==> src/rtl/tow_match_scorer.sv <==
// tow_match_scorer: rope position, per-side game wins and best-of match result for tug-of-war.
// Optional feature macro SCORER_DOUBLE_STEP_EN enables per-position double-step handicaps.
module tow_match_scorer #(
  parameter int HALF       = 3,
  parameter int MATCH_WINS = 2,
  parameter int WINW       = 2
) (
  input  logic              clk,
  input  logic              rst,
  input  logic              winrnd,
  input  logic              right,
  input  logic              leds_on,
  input  logic              tie,
  input  logic [2*HALF:0]   switches_in,
  output logic [2*HALF+1:0] score,
  output logic [WINW-1:0]   wins_l,
  output logic [WINW-1:0]   wins_r,
  output logic              game_done,
  output logic              match_over,
  output logic              match_winner
);

  localparam int NPOS = 2*HALF + 3;
  localparam int PW   = $clog2(NPOS);

  localparam logic [PW-1:0]   POS_WL     = '0;
  localparam logic [PW-1:0]   POS_N      = PW'(HALF + 1);
  localparam logic [PW-1:0]   POS_WR     = PW'(2*HALF + 2);
  localparam logic [PW:0]     STEP_ONE   = (PW+1)'(1);
  localparam logic [PW:0]     STEP_TWO   = (PW+1)'(2);
  localparam logic [WINW-1:0] WIN_ONE    = WINW'(1);
  localparam logic [WINW-1:0] WIN_TARGET = WINW'(MATCH_WINS);

  typedef enum logic [1:0] {PLAY, GAME_OVER, MATCH_OVER} state_t;

  state_t          state, state_nx;
  logic [PW-1:0]   pos, pos_nx;
  logic [WINW-1:0] wins_l_nx, wins_r_nx;
  logic            game_done_nx, winner_nx;
  logic            push, mr, dbl;
  logic [PW:0]     step, pos_up;

`ifdef SCORER_DOUBLE_STEP_EN
  logic [2*HALF:0] sw_lat, sw_lat_nx;
`else
  logic unused_switches;
  assign unused_switches = ^switches_in;
`endif

  assign push = winrnd & ~tie;
  assign mr   = (right & leds_on) | (~right & ~leds_on);

`ifdef SCORER_DOUBLE_STEP_EN
  // Handicap bit k belongs to rope position k+1; a jumped light is never doubled.
  always_comb begin
    dbl = 1'b0;
    for (int k = 0; k <= 2*HALF; k++) begin
      if (pos == PW'(k + 1)) dbl = leds_on & sw_lat[k];
    end
  end
`else
  assign dbl = 1'b0;
`endif

  assign step   = dbl ? STEP_TWO : STEP_ONE;
  assign pos_up = {1'b0, pos} + step;

  always_comb begin
    state_nx     = state;
    pos_nx       = pos;
    wins_l_nx    = wins_l;
    wins_r_nx    = wins_r;
    game_done_nx = 1'b0;
    winner_nx    = match_winner;
`ifdef SCORER_DOUBLE_STEP_EN
    sw_lat_nx    = sw_lat;
`endif
    case (state)
      PLAY: begin
`ifdef SCORER_DOUBLE_STEP_EN
        if (pos == POS_N) sw_lat_nx = switches_in;
`endif
        if (push) begin
          if (mr) begin
            if (pos_up >= {1'b0, POS_WR}) begin
              pos_nx       = POS_WR;
              wins_r_nx    = wins_r + WIN_ONE;
              game_done_nx = 1'b1;
              if (wins_r_nx == WIN_TARGET) begin
                state_nx  = MATCH_OVER;
                winner_nx = 1'b1;
              end else begin
                state_nx = GAME_OVER;
              end
            end else begin
              pos_nx = pos_up[PW-1:0];
            end
          end else begin
            if ({1'b0, pos} <= step) begin
              pos_nx       = POS_WL;
              wins_l_nx    = wins_l + WIN_ONE;
              game_done_nx = 1'b1;
              if (wins_l_nx == WIN_TARGET) begin
                state_nx  = MATCH_OVER;
                winner_nx = 1'b0;
              end else begin
                state_nx = GAME_OVER;
              end
            end else begin
              pos_nx = pos - step[PW-1:0];
            end
          end
        end
      end
      // The restarting push only recentres the rope; it never moves it.
      GAME_OVER: begin
        if (push) begin
          pos_nx   = POS_N;
          state_nx = PLAY;
`ifdef SCORER_DOUBLE_STEP_EN
          sw_lat_nx = switches_in;
`endif
        end
      end
      MATCH_OVER: begin
        state_nx = MATCH_OVER;
      end
      default: begin
        state_nx = PLAY;
      end
    endcase
  end

  always_ff @(posedge clk or negedge rst) begin
    if (!rst) begin
      state        <= PLAY;
      pos          <= POS_N;
      wins_l       <= '0;
      wins_r       <= '0;
      game_done    <= 1'b0;
      match_winner <= 1'b0;
`ifdef SCORER_DOUBLE_STEP_EN
      sw_lat       <= '0;
`endif
    end else begin
      state        <= state_nx;
      pos          <= pos_nx;
      wins_l       <= wins_l_nx;
      wins_r       <= wins_r_nx;
      game_done    <= game_done_nx;
      match_winner <= winner_nx;
`ifdef SCORER_DOUBLE_STEP_EN
      sw_lat       <= sw_lat_nx;
`endif
    end
  end

  assign match_over = (state == MATCH_OVER);

  // LED word: left positions fill the upper half, right positions the lower half.
  always_comb begin
    score = '0;
    if (pos == POS_WL) begin
      score[2*HALF+1 -: HALF] = '1;
    end else if (pos == POS_WR) begin
      score[HALF-1:0] = '1;
    end else if (pos == POS_N) begin
      score[HALF+1 -: 2] = 2'b11;
    end else begin
      for (int p = 1; p <= HALF; p++) begin
        if (pos == PW'(p)) score[2*HALF+2-p] = 1'b1;
      end
      for (int p = HALF + 2; p <= 2*HALF + 1; p++) begin
        if (pos == PW'(p)) score[2*HALF+1-p] = 1'b1;
      end
    end
  end

endmodule

==> config.mk <==
export PLATFORM = sky130hd
export DESIGN_NAME = tow_match_scorer
export DESIGN_NICKNAME = d
export VERILOG_FILES = /design/src/rtl/tow_match_scorer.sv
export SDC_FILE = /design/constraint.sdc
export NUM_CORES = 1
export LEC_CHECK = 0
export CAP_MARGIN = 5
export CORE_MARGIN = 2
export CORE_UTILIZATION = 28
export CTS_CLUSTER_SIZE = 24
export DETAILED_ROUTE_END_ITERATION = 8
export GPL_TIMING_DRIVEN = 0
export SLEW_MARGIN = 20
export SYNTH_ARGS = -nofsm -noshare
export SYNTH_HDL_FRONTEND = slang
export SYNTH_SLANG_ARGS = --single-unit
==> constraint.sdc <==
create_clock -name clk -period 4 [get_ports clk]
set_clock_uncertainty 0.2 [all_clocks]
set_input_delay 0.4 -clock clk [delete_from_list [all_inputs] [get_ports clk]]
set_output_delay 0.4 -clock clk [all_outputs]
set_load 0.05 [all_outputs]
==> tab_implementation.tex <==
\begin{tabular}{lr}
\hline
Metric & Value \\
\hline
\multicolumn{2}{l}{\textbf{Routing}} \\
Vias per cell & 4.903 \\
Router iterations before antenna repair & 4 \\
DRC viols & 0 \\
Starting DRT DRC Count & 8 \\
Wire length per cell after detailed routing & 11.78 microns \\
Via count & slightly above 700 \\
Final ANT Viol Nets & 0 \\
Sum of routed wire length over all layers & 1696 microns \\
\multicolumn{2}{l}{\textbf{Timing}} \\
Achievable Freq & 332.8 MHz \\
Unrepaired setup endpoints after global routing & no \\
Tcrit/Tclk final & 0.7511 \\
Final count of pins violating max slew & 0 \\
Setup violations, final & 0 \\
Actual slew at the worst max-slew pin & roughly 550 ps \\
Clock period minus final worst setup slack & 3005 ps \\
Final Hold Fails & 0 \\
Worst slew slack as a fraction of its limit & 0.6341 \\
Sum of negative setup slack & 0 ps \\
\multicolumn{2}{l}{\textbf{Synthesis}} \\
FF+latch count, synth & 12 \\
Number of enable-type register cells in the synthesized netlist & 0 \\
Main flop type after synthesis & sky130\_fd\_sc\_hd\_\_dfrtp\_1 \\
Net count of the mapped netlist & 108 \\
Area of the mapped netlist & approximately 800 sq um \\
Most frequent cells after synthesis & sky130\_fd\_sc\_hd\_\_dfrtp\_1, sky130\_fd\_sc\_hd\_\_nor2\_1, sky130\_fd\_sc\_hd\_\_o21ai\_0, sky130\_fd\_sc\_hd\_\_ha\_1, sky130\_fd\_sc\_hd\_\_nand2\_1 \\
Post-synthesis cell type with the largest combined area & sky130\_fd\_sc\_hd\_\_dfrtp\_1 \\
Number of distinct library cells after synthesis & 36 \\
Adder and majority gate portion of the synthesized area & 0.09360 \\
Synth Area in XOR/XNOR & 0.04212 \\
Synthesized area per cell & 9.011 sq um \\
Largest cells by area after synthesis & sky130\_fd\_sc\_hd\_\_dfrtp\_1, sky130\_fd\_sc\_hd\_\_ha\_1, sky130\_fd\_sc\_hd\_\_o21ai\_0, sky130\_fd\_sc\_hd\_\_nor2\_1, sky130\_fd\_sc\_hd\_\_dfstp\_2 \\
Share of synthesized area spent on multiplexers & 0.01248 \\
FFs w/ async S/R, synth & 1.000 \\
Most frequent cell after synthesis & sky130\_fd\_sc\_hd\_\_dfrtp\_1 \\
Area fraction in compound gates after synthesis & 0.1435 \\
Combinational family with the most area after synthesis & simple AND/OR/NAND/NOR gates \\
Simple-gate portion of the synthesized area & 0.2855 \\
Portion of the post-synthesis area used by sequential elements & 0.3760 \\
Number of standard cells after synthesis & between 80 and 90 \\
Proportion of netlist area held by the largest area contributor & 0.3432 \\
YS warnings & 0 \\
\multicolumn{2}{l}{\textbf{Floorplanning}} \\
Horizontal die dimension & 57.52 microns \\
Top Ports & 28 \\
Die footprint & approximately 3300 sq um \\
Initial cell density of the core & 0.2934 \\
Count of standard-cell rows & 19 \\
Core outline area & $\sim$2700 sq um \\
Die span in y & $\sim$58 microns \\
\multicolumn{2}{l}{\textbf{Setup path}} \\
Biggest fanout along the worst timing path & 8 \\
Data arrival time at the worst-slack endpoint & 2400 ps \\
Startpoint kind of the worst setup timing path & register \\
Origin of the critical flop-to-flop path & pos[0]\$\_DFFE\_PN0P\_ \\
Endpoint type of the worst setup path & primary output \\
Required time worst endpoint & 3400 ps \\
Start-to-end type of the worst setup path & reg -> out \\
Worst setup path startpoint & pos[0]\$\_DFFE\_PN0P\_ \\
\multicolumn{2}{l}{\textbf{Power}} \\
Share of total power in the clock network & 0.079 \\
Net switching fraction of the power & 0.5335 \\
Cell-internal power & 459.8 uW \\
Sequential fraction of design power & 0.233 \\
Maximum vdd drop & 0.4471 mV \\
Net switching power & 525.9 uW \\
Reported leakage power & between 0.4 and 0.5 nW \\
Combinational share of power & 0.689 \\
PwrDens & 923.6 nW/um\^{}2 \\
\multicolumn{2}{l}{\textbf{CTS}} \\
CTS clk-pin slew, worst paths & 70 ps \\
Post-cts resize count & 0 \\
Clock insertion delay at the later pin of the skew report & 270 ps \\
Clock H-tree levels & 1 \\
Number of clock buffers inserted by TritonCTS & 3 \\
Setup bufs post-CTS & 0 \\
Cell chosen for the clock root & sky130\_fd\_sc\_hd\_\_clkbuf\_4 \\
Clock Tree Buf Depth & 2 \\
CTS Hold Bufs & 0 \\
CTS tree & yes \\
Clk sinks & 12 \\
\multicolumn{2}{l}{\textbf{Final layout}} \\
Final std cell area, no fill & 1067 sq um \\
Area growth from synthesis to layout & 33.07\% \\
Number of inserted diodes & 0 \\
Multi-input combinational cell area & 462.9 sq um \\
Net count, final & between 100 and 150 \\
Storage cell area & 301.5 sq um \\
Share of final-layout standard cells stronger than drive strength 1 & 0.1150 \\
Count of filler cells inserted in the layout & 295 \\
\multicolumn{2}{l}{\textbf{Hold path}} \\
Class of the tightest hold or removal check & reg -> reg \\
Min-Delay Startpoint & state[1]\$\_DFFE\_PN0P\_ \\
\multicolumn{2}{l}{\textbf{Outcome}} \\
Result of the run & finished clean \\
\multicolumn{2}{l}{\textbf{Place}} \\
Count of input and output buffers & 20 \\
Cell area after placement & around 1000 sq um \\
Dpl hpwl & around 1300 microns \\
GP Congestion & 0.7332 \\
\multicolumn{2}{l}{\textbf{GRT}} \\
Pin count of the biggest net entering global routing & 13 \\
Number of antenna violations at the first check in global routing & 0 \\
Via count of the first global-routing pass & about 690 \\
Global-route congestion overflow total & 0 \\
GRT Overall Usage & 0.1139 \\
First-pass GRT wire length & slightly below 3000 microns \\
\multicolumn{2}{l}{\textbf{Flow run}} \\
Max-cap violations & 0 \\
\hline
\end{tabular}
==> sequential cells by signal (all words and copies together) (netlist names) <==
signal	cells
pos	4
state	2
wins_l	2
wins_r	2
game_done	1
match_winner	1
==> per-layer routing <==
layer  part of all wire  global-route usage  vias to the layer above  wire length [microns]
li1                   -                   -                      356                      -
met1               0.45              0.1475                      334                    764
met2               0.50              0.1851                       14                    845
met3              0.041             0.03401                        2                     70
met4             0.0088             0.02990                        0                     15
met5                  0                   0                        -                      0
==> power groups by stage <==
| stage | clock network (mW) | registers (mW) | logic, mW |
|---|---|---|---|
| floorplan | 0 | 0.316 | 0.397 |
| global route | 0.0860 | 0.243 | 0.726 |
| global placement | 0 | 0.230 | 0.672 |
| finish | 0.0776 | 0.229 | 0.679 |
| detailed placement | 0 | 0.232 | 0.682 |
| CTS | 0.0832 | 0.231 | 0.684 |
==> path summary, 6_finish.rpt <==
path	slack [ps]	to	cells after the start
max	1000	score[0]	5
min	270	state[0]$_DFFE_PN0P_	1
max reg2reg	1700	state[0]$_DFFE_PN0P_	7
min reg2reg	270	state[0]$_DFFE_PN0P_	1
max in group asynchronous	2950	pos[2]$_DFFE_PN1P_	1
min in group asynchronous	280	wins_r[0]$_DFFE_PN0P_	1
==> per-stage QoR <==
step | instances | power [mW] | utilization | hold WS, ps | setup slack (ps)
global placement | 140 | 0.9024 | 0.3808 | 254.8 | 1327
CTS | 144 | 0.9981 | 0.3904 | 278.8 | 985.3
global route | 144 | 1.055 | 0.3904 | 325.0 | 806.2
floorplan | 89 | 0.7123 | - | -95.59 | 1012
finish | 144 | 0.9857 | 0.3904 | 268.6 | 995.4
detailed placement | 140 | 0.9139 | 0.3808 | 268.4 | 1292
==> final cells by class <==
cell class | count | share of cell area
Inverter | 5 | 0.01759
Buffer | 3 | 0.01759
Sequential cell | 12 | 0.2825
Tap cell | 31 | 0.03634
Clock buffer | 4 | 0.02462
Timing Repair Buffer | 20 | 0.1876
Multi-Input combinational cell | 69 | 0.4338
==> placed cells by master (no fill, tap or decap), drive strengths merged, types with 2 or more instances in the layout <==
cell type       n
xor2            2
inv             5
o21ai           9
nand2           6
or2b            2
nor3            5
clkdlybuf4s50  20
buf             2
clkbuf          5
nor2b           2
nand3           2
nand3b          2
dfrtp          11
a21oi           5
or2             3
ha              6
nor2            8
a21o            3
==> worst max-delay path, cell delays in order, from the launching register on <==
cell and delay, ps:
sky130_fd_sc_hd__dfrtp_1 480, sky130_fd_sc_hd__inv_1 100, sky130_fd_sc_hd__ha_1 300, sky130_fd_sc_hd__and3b_1 260, sky130_fd_sc_hd__or2_2 300, sky130_fd_sc_hd__clkdlybuf4s50_1 700
==> cells by family after synthesis <==
| group | Yosys count |
|---|---|
| xor gates and xnor gates | 3 |
| DFF | 12 |
| adders and majority gates | 6 |
| AOI/OAI and AO/OA | 20 |
| and+or+nand+nor | 39 |
| muxes | 1 |
| buffers and inverters | 8 |
No activity file was read; power rests on OpenSTA's default activity.
